`src/rtl/writeback_unit_if.sv`:
```
// Writeback stage bus: sequencer start/operands, memory
// read return, and register-file write port.
interface writeback_unit_if #(
  parameter int XLEN       = 32,
  parameter int REG_ADDR_W = 5
);
  logic                  wb_start;
  logic [1:0]            wb_src;
  logic [REG_ADDR_W-1:0] rd_addr;
  logic [2:0]            funct3;
  logic [1:0]            addr_lsb;
  logic [XLEN-1:0]       alu_result;
  logic [XLEN-1:0]       pc_plus4;
  logic [XLEN-1:0]       imm;
  logic [XLEN-1:0]       mem_rdata;
  logic                  mem_rvalid;
  logic                  wb_busy;
  logic                  wb_done;
  logic                  wb_err;
  logic                  reg_wrt_en;
  logic [REG_ADDR_W-1:0] reg_wrt_addr;
  logic [XLEN-1:0]       reg_wrt_data;

  modport master (
    output wb_start, wb_src, rd_addr, funct3,
    output addr_lsb, alu_result, pc_plus4, imm,
    output mem_rdata, mem_rvalid,
    input  wb_busy, wb_done, wb_err,
    input  reg_wrt_en, reg_wrt_addr, reg_wrt_data
  );

  modport slave (
    input  wb_start, wb_src, rd_addr, funct3,
    input  addr_lsb, alu_result, pc_plus4, imm,
    input  mem_rdata, mem_rvalid,
    output wb_busy, wb_done, wb_err,
    output reg_wrt_en, reg_wrt_addr, reg_wrt_data
  );
endinterface

```
`src/rtl/writeback_unit.sv`:
```
// Multi-cycle writeback stage: source select, load wait,
// load align/extend, one-cycle register-file write.
module writeback_unit #(
  parameter int XLEN        = 32,
  parameter int REG_ADDR_W  = 5,
  parameter int MEM_TIMEOUT = 255
) (
  input logic             clk,
  input logic             rst_n,
  writeback_unit_if.slave bus
);

  typedef enum logic [1:0] {
    S_IDLE,
    S_WAIT,
    S_WRITE,
    S_ERR
  } state_t;

  localparam logic [7:0] LP_LAST = 8'(MEM_TIMEOUT - 1);

  state_t                r_state;
  state_t                w_next;
  logic [REG_ADDR_W-1:0] r_rd;
  logic [XLEN-1:0]       r_data;
  logic [2:0]            r_f3;
  logic [1:0]            r_lsb;
  logic [7:0]            r_cnt;

  logic                  w_start;
  logic                  w_is_load;
  logic                  w_ld_bad;
  logic                  w_timeout;
  logic [XLEN-1:0]       w_src_val;
  logic [XLEN-1:0]       w_load_val;
  logic [7:0]            w_byte;
  logic [15:0]           w_half;

  assign w_start   = (r_state == S_IDLE) && bus.wb_start;
  assign w_is_load = (bus.wb_src == 2'b01);
  assign w_timeout = (r_cnt == LP_LAST);

  // Reject unknown load types and misaligned halves/words
  always_comb begin
    w_ld_bad = 1'b1;
    unique case (bus.funct3)
      3'b000, 3'b100: w_ld_bad = 1'b0;
      3'b001, 3'b101: w_ld_bad = bus.addr_lsb[0];
      3'b010:         w_ld_bad = |bus.addr_lsb;
      default:        w_ld_bad = 1'b1;
    endcase
  end

  // Non-load result source select
  always_comb begin
    w_src_val = bus.alu_result;
    unique case (bus.wb_src)
      2'b10:   w_src_val = bus.pc_plus4;
      2'b11:   w_src_val = bus.imm;
      default: w_src_val = bus.alu_result;
    endcase
  end

  // Byte/half lane pick and sign/zero extension
  always_comb begin
    w_byte     = bus.mem_rdata[{r_lsb, 3'b000} +: 8];
    w_half     = bus.mem_rdata[{r_lsb[1], 4'b0000} +: 16];
    w_load_val = bus.mem_rdata;
    unique case (1'b1)
      (r_f3 == 3'b000):
        w_load_val = {{(XLEN-8){w_byte[7]}}, w_byte};
      (r_f3 == 3'b100):
        w_load_val = {{(XLEN-8){1'b0}}, w_byte};
      (r_f3 == 3'b001):
        w_load_val = {{(XLEN-16){w_half[15]}}, w_half};
      (r_f3 == 3'b101):
        w_load_val = {{(XLEN-16){1'b0}}, w_half};
      default:
        w_load_val = bus.mem_rdata;
    endcase
  end

  // State register
  always_ff @(posedge clk or negedge rst_n) begin
    if (!rst_n) r_state <= S_IDLE;
    else        r_state <= w_next;
  end

  // Next state; memory data wins over timeout
  always_comb begin
    w_next = r_state;
    unique case (r_state)
      S_IDLE: begin
        if (bus.wb_start) begin
          if (!w_is_load)    w_next = S_WRITE;
          else if (w_ld_bad) w_next = S_ERR;
          else               w_next = S_WAIT;
        end
      end
      S_WAIT: begin
        if (bus.mem_rvalid)  w_next = S_WRITE;
        else if (w_timeout)  w_next = S_ERR;
      end
      S_WRITE: w_next = S_IDLE;
      S_ERR:   w_next = S_IDLE;
      default: w_next = S_IDLE;
    endcase
  end

  // Operand latches, load data capture, wait counter
  always_ff @(posedge clk or negedge rst_n) begin
    if (!rst_n) begin
      r_rd   <= '0;
      r_data <= '0;
      r_f3   <= '0;
      r_lsb  <= '0;
      r_cnt  <= '0;
    end else if (w_start) begin
      r_rd  <= bus.rd_addr;
      r_f3  <= bus.funct3;
      r_lsb <= bus.addr_lsb;
      r_cnt <= '0;
      if (!w_is_load) r_data <= w_src_val;
    end else if (r_state == S_WAIT) begin
      r_cnt <= r_cnt + 8'd1;
      if (bus.mem_rvalid) r_data <= w_load_val;
    end
  end

  // Moore outputs decoded from state
  always_comb begin
    bus.wb_busy      = (r_state != S_IDLE);
    bus.wb_done      = (r_state == S_WRITE);
    bus.wb_err       = (r_state == S_ERR);
    bus.reg_wrt_en   = (r_state == S_WRITE) && (|r_rd);
    bus.reg_wrt_addr = r_rd;
    bus.reg_wrt_data = r_data;
  end

endmodule

```
`src/flat_wrapper.sv`:
```
// flat-port wrapper written by rule: the top's interface ports become plain ports
module writeback_unit_flat 
#(
  parameter int XLEN        = 32,
  parameter int REG_ADDR_W  = 5,
  parameter int MEM_TIMEOUT = 255
)
  (clk, rst_n, bus_wb_start, bus_wb_src, bus_rd_addr, bus_funct3, bus_addr_lsb, bus_alu_result, bus_pc_plus4, bus_imm, bus_mem_rdata, bus_mem_rvalid, bus_wb_busy, bus_wb_done, bus_wb_err, bus_reg_wrt_en, bus_reg_wrt_addr, bus_reg_wrt_data);
  writeback_unit_if #(.XLEN(XLEN), .REG_ADDR_W(REG_ADDR_W)) bus_i ();
  input logic clk;
  input logic rst_n;
  input wire logic [$bits(bus_i.wb_start)-1:0] bus_wb_start;
  input wire logic [$bits(bus_i.wb_src)-1:0] bus_wb_src;
  input wire logic [$bits(bus_i.rd_addr)-1:0] bus_rd_addr;
  input wire logic [$bits(bus_i.funct3)-1:0] bus_funct3;
  input wire logic [$bits(bus_i.addr_lsb)-1:0] bus_addr_lsb;
  input wire logic [$bits(bus_i.alu_result)-1:0] bus_alu_result;
  input wire logic [$bits(bus_i.pc_plus4)-1:0] bus_pc_plus4;
  input wire logic [$bits(bus_i.imm)-1:0] bus_imm;
  input wire logic [$bits(bus_i.mem_rdata)-1:0] bus_mem_rdata;
  input wire logic [$bits(bus_i.mem_rvalid)-1:0] bus_mem_rvalid;
  output wire logic [$bits(bus_i.wb_busy)-1:0] bus_wb_busy;
  output wire logic [$bits(bus_i.wb_done)-1:0] bus_wb_done;
  output wire logic [$bits(bus_i.wb_err)-1:0] bus_wb_err;
  output wire logic [$bits(bus_i.reg_wrt_en)-1:0] bus_reg_wrt_en;
  output wire logic [$bits(bus_i.reg_wrt_addr)-1:0] bus_reg_wrt_addr;
  output wire logic [$bits(bus_i.reg_wrt_data)-1:0] bus_reg_wrt_data;
  assign bus_i.wb_start = bus_wb_start;
  assign bus_i.wb_src = bus_wb_src;
  assign bus_i.rd_addr = bus_rd_addr;
  assign bus_i.funct3 = bus_funct3;
  assign bus_i.addr_lsb = bus_addr_lsb;
  assign bus_i.alu_result = bus_alu_result;
  assign bus_i.pc_plus4 = bus_pc_plus4;
  assign bus_i.imm = bus_imm;
  assign bus_i.mem_rdata = bus_mem_rdata;
  assign bus_i.mem_rvalid = bus_mem_rvalid;
  assign bus_wb_busy = bus_i.wb_busy;
  assign bus_wb_done = bus_i.wb_done;
  assign bus_wb_err = bus_i.wb_err;
  assign bus_reg_wrt_en = bus_i.reg_wrt_en;
  assign bus_reg_wrt_addr = bus_i.reg_wrt_addr;
  assign bus_reg_wrt_data = bus_i.reg_wrt_data;
  writeback_unit #(.XLEN(XLEN), .REG_ADDR_W(REG_ADDR_W), .MEM_TIMEOUT(MEM_TIMEOUT)) u_core (.clk(clk), .rst_n(rst_n), .bus(bus_i));
endmodule
```
`config.mk`:
```
export PLATFORM = sky130hd
export DESIGN_NAME = writeback_unit_flat
export DESIGN_NICKNAME = d
export VERILOG_FILES = /design/src/rtl/writeback_unit_if.sv /design/src/rtl/writeback_unit.sv /design/src/flat_wrapper.sv
export SDC_FILE = /design/constraint.sdc
export NUM_CORES = 1
export LEC_CHECK = 0
export CELL_PAD_IN_SITES_DETAIL_PLACEMENT = 1
export CELL_PAD_IN_SITES_GLOBAL_PLACEMENT = 2
export CORE_MARGIN = 4
export CORE_UTILIZATION = 24
export CTS_CLUSTER_DIAMETER = 100
export DETAILED_ROUTE_END_ITERATION = 10
export PLACE_DENSITY_LB_ADDON = 0.1
export SYNTH_ARGS = -nofsm -noshare
export SYNTH_HDL_FRONTEND = slang
export SYNTH_SLANG_ARGS = --single-unit
```
`constraint.sdc`:
```
create_clock -name clk -period 3.6 [get_ports clk]
set_clock_uncertainty 0.15 [all_clocks]
set_input_delay 0.72 -clock clk [delete_from_list [all_inputs] [get_ports clk]]
set_output_delay 0.72 -clock clk [all_outputs]
set_load 0.02 [all_outputs]
```
### Word level (Yosys, flattened, before mapping)

Cells that the tools add are included.

* bits of input ports: 144
* bits in registers: 52
* output and inout bits: 41

* $add $sub $neg: 1
* muxes and demuxes: 15
* reductions and logical operators: 15
* equality and inequality tests: 17
* shift-type cells: 2

Operators with widths (number)
* 32-bit 2-to-1 mux: 4
* 32-bit one-hot mux with 4 select lines: 1
* 32-bit one-hot mux with 2 select lines: 1
* 32-bit by 6-bit variable part select with 16-bit output: 1
* 32-bit by 6-bit variable part select with 8-bit output: 1
* 8-bit 2-to-1 mux: 2
* 3-bit equality test, second input constant: 4
* 2-bit 2-to-1 mux: 5
* 8-bit by 1-bit adder with 8-bit output, second input constant: 1
* 2-bit equality test, second input constant: 4
* 8-bit equality test, second input constant: 1
* 2-bit OR reduction: 4
* 3-bit by 1-bit equality test with 1-bit output, second input constant: 2
* 3-bit logical NOT: 2
* 2-bit one-hot mux with 3 select lines: 1
* 2-bit nonzero test: 3
* 5-bit OR reduction: 1
* 2-bit by 1-bit equality test with 1-bit output, second input constant: 2
* 2-bit != test, second input constant: 2
* 3-bit by 2-bit equality test with 1-bit output, second input constant: 1
* 3-bit by 2-bit != test with 1-bit output, second input constant: 1
* 1-bit one-hot mux with 3 select lines: 1
* 3-bit AND reduction: 1
* 1-bit logical AND: 2
* other kinds (2): 2

### Logic depth before layout (Yosys ltp)

Gate-level depths: netlist (run 1).

* depth after elaboration: 7
* gate-level depth with buffers: 7
* mapped depth without buffers: 4

### Worst setup path before layout (run 1)

OpenSTA, ideal clock, no wires.

* path type: input port to flip-flop
* start point: input port bus_mem_rdata[15]
* end point: register u_core.r_data[16] (netlist: u_core.bus.reg_wrt_data[16])
* path slack: 1291 ps
* required time: 3324 ps
* path buffers: 1
* arrival: 2033 ps
* library setup time: 126 ps
* stages on the path: 5
* path through: mux2_4 mux2_2 a211o_1 buf_6 o32a_1

* word-level cells in the longest chain between the ends: 5

Ends and longest elaborated chain
* start, declared: line flat_wrapper.sv:20 `input wire logic [$bits(bus_i.mem_rdata)-1:0] bus_mem_rdata;`
* 32-bit by 6-bit variable part select with 16-bit output or 32-bit by 6-bit variable part select with 8-bit output (tied branches): line writeback_unit.sv:67, writeback_unit.sv:66
* 32-bit one-hot mux with 4 select lines (*): line writeback_unit.sv:69 `unique case (1'b1)`
* 32-bit 2-to-1 mux (*): line writeback_unit.sv:126 `if (bus.mem_rvalid) r_data <= w_load_val;`
* 32-bit 2-to-1 mux (*): line writeback_unit.sv:124 `end else if (r_state == S_WAIT) begin`
* 32-bit 2-to-1 mux (*): line writeback_unit.sv:118 `end else if (w_start) begin`
* end signal, assigned: line writeback_unit.sv:123 `if (!w_is_load) r_data <= w_src_val;`
* end signal, assigned: line writeback_unit.sv:126
* end, declared: line writeback_unit.sv:25 `logic [XLEN-1:0] r_data;`

Mark *: on every way between the ends. The rest lies on a longest branch, timed or not. The select of a mux whose other input is x is not followed.
A chain may end at the register's enable or synchronous reset.

### Worst setup path after layout (run 1)

* start point: register u_core.r_rd[0] (netlist: u_core.bus.reg_wrt_addr[0])
* end point: output port bus_reg_wrt_en

* word-level cells in the longest chain between the ends: 2

Ends and longest elaborated chain
* start, declared: line writeback_unit.sv:24 `logic [REG_ADDR_W-1:0] r_rd;`
* start signal, assigned: line writeback_unit.sv:119 `r_rd <= bus.rd_addr;`
* 5-bit OR reduction: line writeback_unit.sv:135 `bus.reg_wrt_en = (r_state == S_WRITE) && (|r_rd);`
* 1-bit logical AND: line writeback_unit.sv:135
* end, declared: line flat_wrapper.sv:25 `output wire logic [$bits(bus_i.reg_wrt_en)-1:0] bus_reg_wrt_en;`

Every way passes these cells.

==> metrics, run 1 <==
Crit. End Element output port; DR WL/cell 19.98 um; setup TNS 0 ns; Post-synth EDFFs 0; gr ovfl total 0; synth-to-layout area growth 59.13%; clock sinks between 50 and 60; CTS Root Cell clkbuf_16; worst path required time about 2.7 ns; Die Ht 131.5 um; # DRC 0; final period utilization 78.71%; Mapped Cells 421; Hold/Removal Path Class reg2reg; P_leak roughly 2.4 nW; worst slew pin tran 0.9303 ns; net total in the final layout 727; IO Count 185; total number of vias just under 4000; CTS Buf Count 5; footprint of the multi-input gates 0.002183 mm2; clock tree from TritonCTS done; worst-skew pair later-pin latency 0.30 ns; CP Max Fanout 3; dominant cell by count in the synthesized netlist dfrtp_1; FF+latch area around 0.0013 mm2; First-pass DRT Iterations 4; synth warn 0; top post-synthesis cells by count 52 x dfrtp_1, 40 x mux2i_1, 39 x nor2_1, 33 x clkbuf_1, 33 x o21ai_0; outcome finished, final reports clean; # setup viols final 0; Max-slew headroom 37.98%; FF+latch count, synth 52; die span in x roughly 130 um; max-slew violations 0; CTS Hold Buffers Added 0; H-tree Lvls 2; GRT Total Usage 17.32%; Cell Pwr Density 502.9 mW/mm2; post-DP HPWL around 12000 um; vias in the first global route 4176; synthesized area 0.003661 mm2; Initial Utilization 24.81%; synth top area cells dfrtp_1 36%, mux2i_1 11%, a211oi_1 5.9%; crit start category flip-flop; Hold Vio Cnt, Final 0; Max-Cap Viols 0; GPL Wtd Cong 0.7814; drt via density 5.107; die area 0.01729 mm2; Synth area leader dfrtp_1; CTS resizes 0; Max Clk Rate 352.9 MHz; port bufs 184; RSZ-0062 raised after global routing no; Layout fillers 1727; Main synth FF type dfrtp_1; share of cells above drive strength 1 under 10%; data arrival time of the worst path 1.96 ns; VDD IR max 170.8 uV; top cell type's share of synthesized area 35.54%; drt total wl 15330 um; row count 44; sequential area share after synthesis a little over a third; Max Root-Sink Buffers 2; crit path time final 2.833 ns; CORE AREA between 0.01 and 0.015 mm2; Setup Fix Bufs, Post-CTS 0; first-pass GRT wire length approximately 24000 um; 1st-iter DRT viols 124; antenna-violating nets left 0; Synth cell types 44; initial antenna violation count 1; Worst-path clk slew 0.07 ns; Crit Path Class reg2out; Mapped Nets 567; Async S/R FF share, synth 100.0%; pin count of the biggest net entering global routing 65; final core occ 39.48%; syn_area_per_cell about 8.7 um2
[metrics by stage]
stage | total power [W] | setup WS [ns] | std cells | hold slack, ns | instance area (um2)
global placement | 0.002349 | 0.6408 | 758 | 0.3182 | 5640
detailed placement | 0.002368 | 0.5876 | 758 | 0.3346 | 5640
CTS | 0.002976 | 0.7355 | 766 | 0.3447 | 5823
global route | 0.003116 | 0.6837 | 767 | 0.3586 | 5826
finish | 0.002930 | 0.7666 | 767 | 0.3333 | 5826
floorplan | 0.001635 | 1.291 | 421 | 0.2744 | 3661
[layer usage]
metal | GRT usage (%) | share of wire [%]
met4 | 3.792 | 1.0
met2 | 28.74 | 48
met1 | 22.71 | 45
met5 | 0 | 0
met3 | 4.587 | 6.6
[report_power, final]
part / internal, W / leakage (nW) / switching (W) / total (W)
combinational: 0.000716 / 1.65 / 0.000706 / 0.00142
sequential: 0.000763 / 0.630 / 0.000152 / 0.000916
clock: 0.000367 / 0.0901 / 0.000225 / 0.000591
[critical path, stage by stage, from the launching register on]
cell and delay [ns]:
dfrtp_1 0.40, or4_1 0.55, o21a_1 0.19, clkdlybuf4s50_1 0.53
[cell usage in the layout, fill, tap and decap left out, types with 3 or more instances in the layout]
master	instances
or3_1	3
nand2_1	30
buf_4	9
a211o_1	6
nor3_1	10
o211ai_1	3
mux2_2	4
nand3_1	3
o22ai_1	7
nand3b_1	4
o31ai_1	4
and3_1	18
dfrtp_1	52
nand2b_1	7
nand4_1	5
a211oi_1	29
a2bb2oi_1	6
o21a_1	6
nor2_1	38
a31oi_1	5
clkdlybuf4s50_1	181
buf_2	3
inv_1	3
nor2b_1	10
a21oi_1	15
mux2i_1	40
o21ai_0	33
clkbuf_16	5
o32a_1	16
[cells by family after synthesis]
kind of cell	count (synthesis)	synth area share [%]
AO/OA/AOI/OAI	137	26.11
AND/OR/NAND/NOR	139	19.04
multiplexers	47	13.60
adder cells (fa/ha/maj)	2	0.6834
buffers and inverters	44	5.024
flip-flops	52	35.54
[cell type report]
class	count	area share [%]
antenna	1	0.04296
multi-input combinational	325	37.48
timing repair buffer	194	32.86
clock buffer	7	2.620
tap	184	3.952
inverter	3	0.1933
clock inverter	1	0.5155
sequential	52	22.34
[flip-flops by register name (all words and copies together) (netlist names)]
register and count:
u_core.r_lsb 2, u_core.r_cnt 8, u_core.r_f3 3, u_core.r_state 2, u_core.bus.reg_wrt_data 32, u_core.bus.reg_wrt_addr 5
[path summary, 6_finish.rpt]
kind | startpoint | to | slack (ns) | depth (start not counted)
setup / recovery | u_core.bus.reg_wrt_addr[0]$_DFFE_PN0P_ | bus_reg_wrt_en | 0.77 | 3
hold / removal | u_core.r_cnt[7]$_DFFE_PN0P_ | u_core.r_cnt[7]$_DFFE_PN0P_ | 0.33 | 1
setup reg to reg | u_core.r_lsb[1]$_DFFE_PN0P_ | u_core.bus.reg_wrt_data[21]$_DFFE_PN0P_ | 1.21 | 5
hold reg to reg | u_core.r_cnt[7]$_DFFE_PN0P_ | u_core.r_cnt[7]$_DFFE_PN0P_ | 0.33 | 1
max in group asynchronous | rst_n | u_core.bus.reg_wrt_addr[1]$_DFFE_PN0P_ | 2.13 | 2
min in group asynchronous | rst_n | u_core.bus.reg_wrt_data[8]$_DFFE_PN0P_ | 0.40 | 1
Note: power is estimated with default switching activity, not from simulation.
==> run 2, diff against run 1 <==
--- a/config.mk
+++ b/config.mk
@@ -8,7 +8,7 @@
 export CELL_PAD_IN_SITES_DETAIL_PLACEMENT = 1
 export CELL_PAD_IN_SITES_GLOBAL_PLACEMENT = 2
 export CORE_MARGIN = 4
-export CORE_UTILIZATION = 24
+export CORE_UTILIZATION = 22
 export CTS_CLUSTER_DIAMETER = 100
 export DETAILED_ROUTE_END_ITERATION = 10
 export PLACE_DENSITY_LB_ADDON = 0.1
==> constraint.sdc (replaced) <==
create_clock -name clk -period 2.7 [get_ports clk]
set_clock_uncertainty 0.15 [all_clocks]
set_input_delay 0.54 -clock clk [delete_from_list [all_inputs] [get_ports clk]]
set_output_delay 0.54 -clock clk [all_outputs]
set_load 0.02 [all_outputs]
==> run 2 against run 1 <==
Effect of this change: largest cell class unchanged; worst hold slack worse by 0.27 ns; via count increased by 0.84%; sequential share of layout area decreased by 0.16 points; non-clock buffer count increased by 3; register-to-register slack worse by 0.79 ns; power up 31%; global-route usage fell by 0.55 points; clock power is 14% higher.
==> metrics, run 2 (synthesis gave the netlist of run 1 again) <==
H-tree Lvls 2 (unchanged); worst slew pin tran 1.029 ns (+0.09920 ns); # DRC 0 (unchanged); DR WL/cell 20.03 um (+0.23%); total number of vias 3950 (+0.84%); max-slew violations 0 (unchanged); Post-Route M1 WL 7033 um (+2.4%); clock sinks 52 (unchanged); port bufs 184 (unchanged); P_leak 2.386 nW (+0.55%); setup TNS 0 ns (unchanged); FF-to-FF Start u_core.r_lsb[1]$_DFFE_PN0P_; CP Max Fanout 16 (+13); delay-heaviest family, CP compound AO/OA/AOI/OAI gates; data arrival time of the worst path 2.59 ns (+0.63 ns); Max-Cap Viols 0 (unchanged); # setup viols final 0 (unchanged); CP bufs+invs 1 (unchanged); crit start category input pin; Cell Pwr Density 653.2 mW/mm2 (+30%); Worst-path clk slew 0.07 ns (about the same); Max-slew headroom 31.29% (-6.7 points); Setup Fix Bufs, Post-CTS 0 (unchanged); Layout fillers 1851 (+7.2%); VDD IR max 242.3 uV (+42%); 1st-iter DRT viols 90 (-27%); clock tree from TritonCTS done; DR top layer met4; Min Hold Slack 0.06182 ns (-0.2715 ns); Crit Path Class in2reg; switching power 0.001478 W (+36%); net total in the final layout 730 (+0.41%); GPL Wtd Cong 0.7558 (-3.3%); final period utilization 94.95%; Met2 Wirelength 7634 um (+4.7%); Combinational Power Share 50.6% (+2.0 points); IO Count 185 (unchanged); Max Clk Rate a little under 400 MHz; Worst path max stage delay 0.51 ns (-0.04 ns); RSZ-0062 raised after global routing no; Die Ht 137 um (+4.2%); synth-to-layout area growth 60.29%; outcome finished, final reports clean; die span in x 137 um (+4.2%); Slowest-stage cell, CP clkdlybuf4s50_1; vias in the first global route 4315 (+3.3%); Crit. End Element flip-flop; gr ovfl total 0 (unchanged); Max Root-Sink Buffers 2 (unchanged); P_int 0.002355 W (+28%); # diodes 0 (-1); post-DP HPWL 12500 um (+4.0%); CTS Buf Count 5 (unchanged); capturing point of the worst reg2reg path u_core.bus.reg_wrt_data[21]$_DFFE_PN0P_; CTS Hold Buffers Added 0 (unchanged); Cell Area, Placed 0.005715 mm2 (+1.3%); worst-skew pair later-pin latency 0.30 ns (about the same); Largest register FFs 32 (unchanged); Sw Ratio 38.55% (+1.6 points); commonest non-fill, non-tap cell in the layout clkdlybuf4s50_1; CTS Root Cell clkbuf_16; final instance area 0.005868 mm2 (+0.73%); Flop pwr share 31.7% (+0.4 points); Register-to-Register Path Depth 4 (-1); crit path time final 2.564 ns; Initial Utilization 22.72% (-2.1 points); CORE AREA 0.01612 mm2 (+9.2%); row count 46 (+4.5%); share of cells above drive strength 1 5.983% (+0.31 points); met3 wire len 1176 um (+16%); First-pass DRT Iterations 4 (unchanged); commonest cells after routing, fill and taps aside 180 x clkdlybuf4s50_1, 52 x dfrtp_1, 40 x mux2i_1, 38 x nor2_1, 33 x o21ai_0; Hold Vio Cnt, Final 0 (unchanged); drt via density 4.931 (-3.4%); CP cell instances clkdlybuf4s50_1 > mux2_4 > mux2_2 > a211o_1 > o32a_1; antenna-violating nets left 0 (unchanged); clock share of power 17.6% (-2.6 points); r2r setup slk 0.42 ns (-0.79 ns); GRT Total Usage 16.77% (-0.55 points); pin count of the biggest net entering global routing 65 (unchanged); first-pass GRT wire length 24510 um (+1.0%); initial antenna violation count 0 (-1); worst path required time 2.73 ns (about the same); drt total wl 16040 um (+4.7%); die area 0.01877 mm2 (+8.5%); total design power 0.003833 W (+31%); Hold/Removal Path Class in2async
run 2: power groups by stage:
stage	Clock [W]	Combinational [W]	Sequential, W
2_1_floorplan	0	0.000756	0.00142
5_1_grt	0.000728	0.00209	0.00125
4_1_cts	0.000699	0.00197	0.00122
3_5_place_dp	0	0.00196	0.00124
6_report	0.000675	0.00194	0.00122
3_3_place_gp	0	0.00194	0.00122
run 2: cell type report:
| type | instances | area (um2) | share of cell area, % |
|---|---|---|---|
| repair buffers | 197 | 1952 | 33.26 |
| inverters | 3 | 11.26 | 0.1919 |
| well taps | 216 | 270.3 | 4.606 |
| multi-input cells | 325 | 2183 | 37.21 |
| flip-flops and latches | 52 | 1301 | 22.17 |
| clock buffers | 7 | 142.6 | 2.431 |
| clock inverters | 1 | 7.507 | 0.1279 |
run 2: how the worst max path moves through the flow:
stage / cells past startpoint / slack (ns) / start / endpoint
detailed placement: 5 / -0.17 / bus_mem_rdata[15] / u_core.bus.reg_wrt_data[21]$_DFFE_PN0P_
floorplan: 5 / 0.57 / bus_mem_rdata[15] / u_core.bus.reg_wrt_data[16]$_DFFE_PN0P_
finish: 5 / 0.14 / bus_mem_rdata[15] / u_core.bus.reg_wrt_data[21]$_DFFE_PN0P_
global placement: 5 / -0.10 / bus_mem_rdata[15] / u_core.bus.reg_wrt_data[20]$_DFFE_PN0P_
global route: 5 / 0.07 / bus_wb_start / u_core.bus.reg_wrt_data[22]$_DFFE_PN0P_
CTS: 3 / 0.02 / u_core.bus.reg_wrt_addr[0]$_DFFE_PN0P_ / bus_reg_wrt_en
run 2: repair_timing:
item,CTS,global route
endpoints found under the setup margin,0,1
endpoints found under the hold margin,0,0
gates resized for setup,0,1
run 2: per-stage QoR:
stage	std cells	setup slack [ns]	util (%)
floorplan	421	0.5712	-
global placement	793	-0.1043	35.47
detailed placement	793	-0.1695	35.47
CTS	801	0.01735	36.40
global route	801	0.06991	36.41
finish	801	0.1363	36.41
run 2: metal layers:
layer | up-vias | global-route usage (%)
met4 | 0 | 3.769
met3 | 14 | 4.118
met1 | 1900 | 21.52
met5 | - | 0
met2 | 138 | 28.45
li1 | 1898 | -
run 2: worst register-to-register path: stages, from the launching register on:
cell and delay, ns:
dfrtp_1 0.46, mux2_4 0.34, mux2_2 0.27, a211o_1 0.50
o32a_1 0.45
